$ cat config.mk
export PLATFORM = sky130hd
export DESIGN_NAME = chk_delay_line
export DESIGN_NICKNAME = d
export VERILOG_FILES = /design/src/rtl/chk_delay_line.sv
export SDC_FILE = /design/constraint.sdc
export NUM_CORES = 1
export LEC_CHECK = 0
export ABC_AREA = 1
export BUFFER_PORTS_ARGS = -buffer_cell sky130_fd_sc_hd__buf_2
export CORE_AREA = 2 2 39 41
export DETAILED_ROUTE_END_ITERATION = 10
export DIE_AREA = 0 0 41 43
export PLACE_DENSITY = 0.7
export SKIP_LAST_GASP = 1
export SLEW_MARGIN = 25
export SYNTH_ARGS = -nofsm -noshare
export SYNTH_HDL_FRONTEND = slang
export SYNTH_SLANG_ARGS = --single-unit
$ cat constraint.sdc
create_clock -name clk -period 0.8 [get_ports clk]
set_input_delay 0.2 -clock clk [delete_from_list [all_inputs] [get_ports clk]]
set_output_delay 0.2 -clock clk [all_outputs]
set_load 0.05 [all_outputs]
$ cat src/rtl/chk_delay_line.sv
`default_nettype none
// ============================================================================
//  Module   : chk_delay_line
//  Purpose  : DEPTH-stage shift register carrying a valid bit and a W-bit
//             payload. The output stage holds an entry DEPTH-1 edges after it
//             was loaded, so a consumer that samples it on the next edge sees
//             the entry exactly DEPTH edges after ingress.
//  Ports    : clk       in   rising-edge clock
//             rst       in   asynchronous active-high reset
//             flush     in   synchronous flush of entries already in flight
//             in_valid  in   entry valid at ingress
//             in_data   in   W-bit payload at ingress
//             out_valid out  valid of the oldest stage
//             out_data  out  payload of the oldest stage
//  Revision : 1.0  initial release
// ============================================================================
module chk_delay_line #(
   parameter int W     = 6,
   parameter int DEPTH = 3
) (
   input  logic         clk,
   input  logic         rst,
   input  logic         flush,
   input  logic         in_valid,
   input  logic [W-1:0] in_data,
   output logic         out_valid,
   output logic [W-1:0] out_data
);

   logic [DEPTH-1:0] valid_q;
   logic [W-1:0]     data_q [DEPTH];

   // Flush clears only the older stages: an entry presented on the flush
   // edge itself is still captured into stage 0.
   always_ff @(posedge clk or posedge rst) begin
      if (rst) begin
         valid_q <= '0;
         for (int i = 0; i < DEPTH; i++) begin
            data_q[i] <= '0;
         end
      end else begin
         valid_q[0] <= in_valid;
         data_q[0]  <= in_data;
         for (int i = 1; i < DEPTH; i++) begin
            valid_q[i] <= flush ? 1'b0 : valid_q[i-1];
            data_q[i]  <= data_q[i-1];
         end
      end
   end

   assign out_valid = valid_q[DEPTH-1];
   assign out_data  = data_q[DEPTH-1];

endmodule : chk_delay_line
`default_nettype wire

==> impl_results.md, run 1 <==
* Synth Register Bits at 21
* Static Leak at 0.4009 nW
* Vias in the first global route at 272
* Max-slew headroom at 92.70%
* Total global-route track usage at 10.22%
* Required time of the critical path at 600 ps
* Dpl hpwl at 422.6 µm
* Synth cell count leaders: dfrtp_1 (21), buf_4 (6), inv_1 (3), nor2_1 (2)
* Clock tree buffer depth at 2
* Routed WL per cell at 9.324 µm
* CP endpoint kind: primary output
* Die area at 1763 µm²
* Crit path buffers/inverters at 1
* Clk pin slew, worst setup/hold paths at 100 ps
* H-tree depth at 1
* Largest area contributor in the netlist: dfrtp_1
* Gr ovfl total at 0
* Fin area at 814.5 µm²
* Count leader, synth: dfrtp_1
* Largest cells by area after synthesis: dfrtp_1 (89%), buf_4 (7.6%), inv_1 (1.9%)
* Final setup fails at 7
* First-pass iteration count of the detailed router at 2
* Num ports at 17
* Filler cell count at 105
* Synth Net Count at 42
* Placed Area at 664.4 µm²
* Port Buffers at 16
* First-pass GRT wire length at 1076 µm
* Vias post-DR at 275
* Worst path cell trace: buf_6
* Initial antenna violation count at 0
* # diodes at 0
* Max Cap Viol at 0
* Row count at 14
* Core ar. at 1384 µm²
* Synthesized area at 589.3 µm²
* Number of remaining DRC errors at 0
* Die X at 41 µm
* Total wire length at 662 µm
* Fin crit share at 128.2%
* Clock net sink count at 21
* Peak VDD IR at 0.0009195 V
* Synth warn at 0
* Post-Syn Instances at 32
* Worst Path Max Fanout at 1
* Fraction of registers with async set/reset at 100.0%
* Pin count of the biggest net entering global routing at 22
* Detail Route Antenna Nets at 0
* Startpoint class of the critical path: register
* Worst slew pin tran at 109.5 ps
* Die height at 43 µm
* Top-area cell type share of the netlist area at 89.17%
* Netlist cell types at 4
* Number of CTS-inserted buffers at 3
* Power Density at 2184 nW/µm²
* Post-Syn Area per Cell at 18.42 µm²
* Status: finished with violations
* Vias per cell at 3.873
* Main synth FF type: dfrtp_1
* Crit-path leading delay family: flip-flops
* Achievable Freq at 974.9 MHz
* Initial drt markers at 1
* Worst-Skew Late Latency at 290 ps
* CP peak stage delay at 390 ps
* Hold Path Class: in2reg
* RSZ-0062 raised after global routing: yes
* Clock Tree Root: clkbuf_4
* WS Path Type: reg2out
* Gp weighted congestion at 0.5686
* Pins Over Slew Limit at 0
* CTS tree: built
* Final Net Count at 66
* Worst path arrival time at 830 ps
* Sequential area share after synthesis at 89.17%
* Final min period at 1026 ps
* Clock skew at 4.440 ps
* Worst path slowest cell: dfrtp_1
* Synth-to-layout area growth at 38.22%
* Initial Utilization at 42.59%
* FF-to-FF setup slack at 260 ps
* Post-synth EDFFs at 0
* Final Hold Viols at 0
* Layout cells sized above 1 at 36.36%
* Worst setup margin at -225.7 ps
* DP Worst Slack at 34.64 ps
* Violated checks: setup timing
[state kept, by name, summed over array words and instances (netlist names)]
signal,cells
data_q,12
out_data,6
valid_q,3
[path summary, 6_finish.rpt]
path / endpoint / startpoint / cells past startpoint
min in group asynchronous: valid_q[2] / rst / 4
worst max register to register: valid_q[2] / valid_q[1] / 2
worst max-delay path: out_data[1] / out_data[1] / 1
worst min-delay path: valid_q[2] / flush / 2
worst min register to register: data_q[7] / data_q[13] / 0
max in group asynchronous: data_q[10] / rst / 4
[repair_timing]
item / 4_1_cts / 5_1_grt
endpoints found under the hold margin: 28 / 0
endpoints found under the setup margin: 7 / 7
setup buffers: 0 / 0
gates resized for setup: 14 / 0
pin swaps: 0 / 0
gates cloned: 0 / 0
hold buffers: 8 / 0
[area by class of cell]
cell class	count	area (µm²)	area share, %
flip-flops and latches	21	525.5	64.52
repair buffers	25	224.0	27.50
clock buffers	4	26.28	3.226
well taps	16	20.02	2.458
inverters	3	11.26	1.382
multi-input cells	2	7.507	0.9217
[cell usage in the layout, fill, tap and decap left out]
cell and instances:
buf_12 1, buf_2 9, buf_6 7, clkbuf_1 1
clkbuf_4 3, dfrtp_1 21, dlygate4sd3_1 8, inv_1 3
nor2_1 2
[power by group]
part	total (mW)	switching (mW)	internal [mW]	leakage (nW)
sequential	1.13	0.0177	1.11	0.248
clock	0.460	0.267	0.194	0.0150
combinational	0.187	0.101	0.0857	0.138
[logic make-up after synthesis]
kind of cell           after synthesis  share of synthesized area, %
buffers and inverters                9                         9.553
flip-flops                          21                         89.17
AND/OR/NAND/NOR                      2                         1.274
[stage by stage]
stage | hold slack, ps | instances | setup TNS [ps] | power, mW | utilization [%]
final | 66.84 | 71 | -1541 | 1.779 | 58.86
after global routing | 41.13 | 71 | -1858 | 1.874 | 58.86
after global placement | 216.3 | 59 | 0 | 1.280 | 48.01
after detailed placement | 222.3 | 59 | 0 | 1.287 | 48.01
after floorplan | 176.5 | 32 | 0 | 1.250 | -
after CTS | 50.80 | 71 | -1696 | 1.818 | 58.86
[metal layers]
metal / global-route usage, % / vias up / wire length (µm)
li1: - / 132 / -
met1: 10.58 / 129 / 258
met2: 15.00 / 14 / 358
met3: 3.141 / 0 / 44
met4: 10.00 / 0 / 0
met5: 0 / - / 0
No activity file was read; power rests on OpenSTA's default activity.
==> run 2, diff against run 1 <==
--- a/config.mk
+++ b/config.mk
@@ -5,7 +5,6 @@
 export SDC_FILE = /design/constraint.sdc
 export NUM_CORES = 1
 export LEC_CHECK = 0
-export ABC_AREA = 1
 export BUFFER_PORTS_ARGS = -buffer_cell sky130_fd_sc_hd__buf_2
 export CORE_AREA = 2 2 39 41
 export DETAILED_ROUTE_END_ITERATION = 10
==> run 2 against run 1 <==
Effect of this change:
- the run still ends with setup timing left
- cell count decreased by 2.8%
- first-iteration DRC count increased by 100%
- sequential power about the same
- clock skew increased by 1.6 ps
==> impl_results.md, run 2 <==
* CTS tree: built
* Clock Tree Root: clkbuf_4
* Peak VDD IR at 0.001023 V (+11%)
* Synthesized area at 586.8 µm² (-0.42%)
* Total wire length at 678 µm (+2.4%)
* Post CTS Setup Buffer Count at 0 (unchanged)
* Post-Syn Area per Cell at 19.56 µm² (+6.2%)
* Crit path buffers/inverters at 1 (unchanged)
* CP startpoint: valid_q[2]
* Sequential area share after synthesis at 89.55% (+0.38 points)
* First-pass iteration count of the detailed router at 3 (+1)
* Gr ovfl total at 0 (unchanged)
* Worst setup margin at -237.6 ps (-11.85 ps)
* Top-area cell type share of the netlist area at 89.55% (+0.38 points)
* WHS at 56.14 ps (-10.71 ps)
* Vias in the first global route at 291 (+7.0%)
* Die height at 43 µm (unchanged)
* Clock skew at 6.045 ps (+1.605 ps)
* Placed Area at 661.9 µm² (-0.38%)
* Max-slew headroom at 92.66% (about the same)
* Total global-route track usage at 10.87% (+0.65 points)
* Hold Path Class: in2reg
* Achievable Freq at 963.8 MHz (-1.1%)
* # diodes at 0 (unchanged)
* Final cell count without fillers at 69 (-2.8%)
* First-pass GRT wire length at 1145 µm (+6.4%)
* Layout cells sized above 1 at 39.62% (+3.3 points)
* Largest area contributor in the netlist: dfrtp_1
* Status: finished with violations
* Worst slew pin tran at 110.1 ps (+0.6239 ps)
* Number of remaining DRC errors at 0 (unchanged)
* Initial Utilization at 42.41% (-0.18 points)
* Max reg flops at 12 (unchanged)
* HP Start: flush
* Required time of the critical path at 600 ps (about the same)
* H-tree depth at 1 (unchanged)
* WS Path Type: reg2out
* Pin count of the biggest net entering global routing at 22 (unchanged)
* Vias post-DR at 278 (+1.1%)
* Count leader, synth: dfrtp_1
* Die area at 1763 µm² (unchanged)
* Initial antenna violation count at 0 (unchanged)
* Row count at 14 (unchanged)
* Crit-path leading delay family: flip-flops
* Main synth FF type: dfrtp_1
* Total power draw at 1.787 mW (+0.46%)
* Pins Over Slew Limit at 0 (unchanged)
* FF-to-FF setup slack at 200 ps (-60 ps)
* Global routing's busiest layer: met2
* Num ports at 17 (unchanged)
* Number of CTS-inserted buffers at 3 (unchanged)
* Final Hold Viols at 0 (unchanged)
* Final Net Count at 64 (-3.0%)
* Post-synth EDFFs at 0 (unchanged)
* Reg2reg end: valid_q[2]
* Worst path arrival time at 840 ps (about the same)
* Hold-critical path depth at 2 (unchanged)
* Fin crit share at 129.7% (+1.5 points)
* Synth Net Count at 40 (-4.8%)
* Max Cap Viol at 0 (unchanged)
* Worst path slowest cell: dfrtp_1
* Final setup fails at 7 (unchanged)
* Port Buffers at 16 (unchanged)
* Clock tree buffer depth at 2 (unchanged)
* Dpl hpwl at 434.2 µm (+2.7%)
* Routed WL per cell at 9.826 µm (+5.4%)
* Worst path cell trace: buf_6
* Synth warn at 0 (unchanged)
* Levels on crit path at 1 (unchanged)
* Synth cell count leaders: dfrtp_1 (21), buf_4 (6), nor2b_1 (2), inv_1 (1)
* Post-Syn Instances at 30 (-6.3%)
* Clk pin slew, worst setup/hold paths at 110 ps (about the same)
* Synth Register Bits at 21 (unchanged)
* Commonest non-fill, non-tap cell in the layout: dfrtp_1
* Violated checks: setup timing
* Synth-to-layout area growth at 38.59%
* Worst-Skew Late Latency at 290 ps (about the same)
* Worst Hold End: valid_q[1]
* Reg with most FFs: data_q
* GR Util met3 at 3.141% (unchanged)
* Reg2Reg Depth at 1 (-1)
* Startpoint class of the critical path: register
* DP Worst Slack at 33.89 ps (-0.7496 ps)
* Commonest non-fill, non-tap cells in the layout: dfrtp_1 (21), buf_2 (9), dlygate4sd3_1 (8)
* Detail Route Antenna Nets at 0 (unchanged)
* Met1 usage at 12.13% (+1.5 points)
* Gp weighted congestion at 0.5827 (+2.5%)
* Vias per cell at 4.029 (+4.0%)
* Static Leak at 0.3958 nW (-1.3%)
* Worst Path Max Fanout at 1 (unchanged)
* RR Startpoint: valid_q[1]
* Met2 GRT Util at 14.69% (-0.31 points)
* # placed instances at 57 (-3.4%)
* Netlist cell types at 4 (unchanged)
* Initial drt markers at 2 (+1)
* Final min period at 1038 ps (+11.85 ps)
* Clock net sink count at 21 (unchanged)
* RSZ-0062 raised after global routing: yes
* Fraction of registers with async set/reset at 100.0% (unchanged)
* Power Density at 2197 nW/µm² (+0.62%)
* CP endpoint kind: primary output
* Largest cells by area after synthesis: dfrtp_1 (90%), buf_4 (7.7%), nor2b_1 (2.1%)
* Core ar. at 1384 µm² (unchanged)
* Fin area at 813.3 µm² (-0.15%)
* CP peak stage delay at 390 ps (about the same)
* Die X at 41 µm (unchanged)
run 2: cell types whose count changed in the layout (fill, tap and decap cells not counted), sizes merged:
cell | previous run | this run
nor2 | 2 | 0
inv | 3 | 1
clkinv | 0 | 1
nor2b | 0 | 2
clkbuf | 4 | 3
run 2: worst max path at each step:
stage                     slack, ps           to
after floorplan                  10    out_valid
after global placement           60  out_data[3]
after detailed placement         30    out_valid
after CTS                      -260    out_valid
after global routing           -290    out_valid
final                          -240    out_valid
run 2: stage by stage:
| step | setup TNS [ps] | utilization [%] |
|---|---|---|
| floorplan | 0 | - |
| global placement | 0 | 47.83 |
| detailed placement | 0 | 47.83 |
| CTS | -1735 | 58.05 |
| global route | -1916 | 58.77 |
| finish | -1605 | 58.77 |
run 2: logic make-up (layout without fill, tap and decap cells):
logic type             count (synthesis)  count (layout)  synth area share [%]
AND/OR/NAND/NOR                        2               2                 2.132
flip-flops                            21              21                 89.55
buffers and inverters                  7              30                 8.314
run 2: layer usage:
layer | vias up | wire length (µm)
li1 | 129 | -
met1 | 134 | 270
met2 | 13 | 347
met3 | 2 | 49
met4 | 0 | 11
met5 | - | 0
run 2: final cells by class:
class | count | area [µm²]
well taps | 16 | 20.02
repair buffers | 25 | 224.0
clock buffers | 3 | 22.52
flip-flops and latches | 21 | 525.5
multi-input cells | 2 | 12.51
clock inverters | 1 | 5.005
fillers | 101 | 570.5
inverters | 1 | 3.754
run 2: repair_timing:
item,in CTS,in global routing
hold endpoints to repair,27,1
endpoints found under the setup margin,7,7
hold buffers,7,1
pin swaps,0,0
resized for setup,14,0
run 2: where the power goes:
group	internal (mW)	leakage (nW)	switching [mW]	total, mW
Combinational	0.0864	0.130	0.101	0.187
Sequential	1.11	0.248	0.0163	1.13
Clock	0.186	0.0177	0.284	0.470
==> run 3, diff against run 2 <==
--- a/config.mk
+++ b/config.mk
@@ -6,10 +6,11 @@
 export NUM_CORES = 1
 export LEC_CHECK = 0
 export BUFFER_PORTS_ARGS = -buffer_cell sky130_fd_sc_hd__buf_2
-export CORE_AREA = 2 2 39 41
+export CORE_MARGIN = 1
+export CORE_UTILIZATION = 45
 export DETAILED_ROUTE_END_ITERATION = 10
-export DIE_AREA = 0 0 41 43
-export PLACE_DENSITY = 0.7
+export GPL_TIMING_DRIVEN = 0
+export PLACE_DENSITY = 0.71
 export SKIP_LAST_GASP = 1
 export SLEW_MARGIN = 25
 export SYNTH_ARGS = -nofsm -noshare
==> run 3 against run 2 <==
Effect of this change:
- the flow still finishes with violations (setup timing)
- worst setup slack got worse by 0.57 ps
- first-iteration DRC count down 50%
- register-to-register slack about the same
- sequential share of layout area up 0.91 points
- count of clock-buffer cells in the layout increased by 1
- core utilization increased by 11 points
- final area fell by 1.4%
- power down 0.36%
==> impl_results.md, run 3 (synthesis gave the netlist of run 2 again) <==
* Die height at 38.11 µm (-11%)
* Initial drt markers at 1 (-1)
* Worst Path Max Fanout at 1 (unchanged)
* Worst path slowest cell: dfrtp_1
* Achievable Freq at 963.3 MHz (about the same)
* Layout cells sized above 1 at 37.25% (-2.4 points)
* Worst path arrival time at 840 ps (about the same)
* Clock skew at 1.907 ps (-4.138 ps)
* Startpoint class of the critical path: register
* Pin count of the biggest net entering global routing at 22 (unchanged)
* Violated checks: setup timing
* Initial antenna violation count at 0 (unchanged)
* Number of remaining DRC errors at 0 (unchanged)
* Required time of the critical path at 600 ps (about the same)
* Total wire length at 660 µm (-2.7%)
* CP endpoint kind: primary output
* Peak VDD IR at 0.001325 V (+30%)
* RSZ-0062 raised after global routing: yes
* Levels on crit path at 1 (unchanged)
* First-pass GRT wire length at 979 µm (-14%)
* Die area at 1452 µm² (-18%)
* CP peak stage delay at 400 ps (about the same)
* Number of CTS-inserted buffers at 3 (unchanged)
* Max reg flops at 12 (unchanged)
* Final Hold Viols at 0 (unchanged)
* Final setup fails at 7 (unchanged)
* Gp weighted congestion at 0.5724 (-1.8%)
* Num ports at 17 (unchanged)
* Vias in the first global route at 255 (-12%)
* Worst path cell trace: buf_8
* Worst slew pin tran at 738.4 ps (+628.3 ps)
* Initial Utilization at 50.76% (+8.4 points)
* Power Density at 2220 nW/µm² (+1.0%)
* Met1 usage at 12.13% (about the same)
* CTS tree: built
* Hold Path Class: in2async
* Die X at 38.11 µm (-7.0%)
* Post CTS Setup Buffer Count at 0 (unchanged)
* Reg with most FFs: data_q
* Gr ovfl total at 0 (unchanged)
* Total power draw at 1.780 mW (-0.36%)
* First-pass iteration count of the detailed router at 2 (-1)
* Reg2Reg Depth at 1 (unchanged)
* Core ar. at 1156 µm² (-16%)
* WHS at 22.39 ps (-33.75 ps)
* # diodes at 0 (unchanged)
* Max Cap Viol at 0 (unchanged)
* RR Startpoint: valid_q[0]
* Global routing's busiest layer: met2
* CP startpoint: out_data[2]
* Vias post-DR at 266 (-4.3%)
* Crit path capture: out_data[2]
* Final Net Count at 62 (-3.1%)
* Worst setup margin at -238.1 ps (-0.5680 ps)
* Clock net sink count at 21 (unchanged)
* Clk pin slew, worst setup/hold paths at 100 ps (about the same)
* FF-to-FF setup slack at 200 ps (about the same)
* Detail Route Antenna Nets at 0 (unchanged)
* Commonest non-fill, non-tap cell in the layout: dfrtp_1
* Max-slew headroom at 50.72% (-42 points)
* Total global-route track usage at 10.91% (+0.044 points)
* Commonest non-fill, non-tap cells in the layout: dfrtp_1 (21), buf_2 (9), dlygate4sd3_1 (7)
* Crit-path leading delay family: flip-flops
* GR Util met3 at 1.744% (-1.4 points)
* Routed WL per cell at 10.15 µm (+3.3%)
* Clock tree buffer depth at 2 (unchanged)
* Met2 GRT Util at 17.37% (+2.7 points)
* Status: finished with violations
* Reg2reg end: valid_q[1]
* Row count at 12 (-2)
* Static Leak at 0.3877 nW (-2.0%)
* Worst-Skew Late Latency at 290 ps (about the same)
* Fin crit share at 129.8% (about the same)
* Port Buffers at 16 (unchanged)
* Clock Tree Root: clkbuf_4
* Final min period at 1038 ps (+0.5680 ps)
* H-tree depth at 1 (unchanged)
* Vias per cell at 4.092 (+1.6%)
* WS Path Type: reg2out
* Pins Over Slew Limit at 0 (unchanged)
* Synth-to-layout area growth at 36.67%
* Crit path buffers/inverters at 1 (unchanged)
==> run 3: per-stage QoR <==
step	instance area (µm²)	instances	worst slack [ps]	setup TNS, ps	util, %
floorplan	586.8	30	14.05	0	-
global placement	684.4	60	-51.73	-305.6	59.20
detailed placement	684.4	60	-62.32	-1177	59.20
CTS	732.0	58	-255.5	-1747	63.31
global route	802.0	65	-278.6	-1901	69.37
finish	802.0	65	-238.1	-1635	69.37
==> run 3: metal layers <==
layer  part of all wire, %  vias up  wire length, µm
li1                      -      126                -
met1                    40      124              267
met2                    53       14              347
met3                   5.9        2               39
met4                  0.91        0                6
met5                     0        -                0
==> run 3: how the worst min path moves through the flow <==
stage / start / to / slack [ps] / cells past startpoint
floorplan: rst / data_q[10] / 180 / 1
global placement: in_data[5] / data_q[17] / 310 / 1
detailed placement: in_data[3] / data_q[15] / 310 / 1
CTS: in_valid / valid_q[0] / 0.2 / 1
global route: flush / valid_q[2] / 60 / 2
finish: rst / out_data[5] / 20 / 2
==> run 3: power breakdown <==
part | total [mW] | internal, mW | switching, mW
registers | 1.13 | 1.11 | 0.0192
logic | 0.184 | 0.0851 | 0.0990
clock network | 0.464 | 0.194 | 0.270
==> run 3: cell type report <==
type	instances	area (µm²)
well taps	14	17.52
multi-input cells	2	12.51
inverters	1	3.754
clock buffers	4	26.28
flip-flops and latches	21	525.5
repair buffers	23	216.5
fillers	74	354.1
==> run 3: timing repair <==
item | 4_1_cts | 5_1_grt
hold endpoints to repair | 0 | 7
hold buffers | 0 | 7
resized for setup | 20 | 0
setup endpoints to repair | 7 | 7
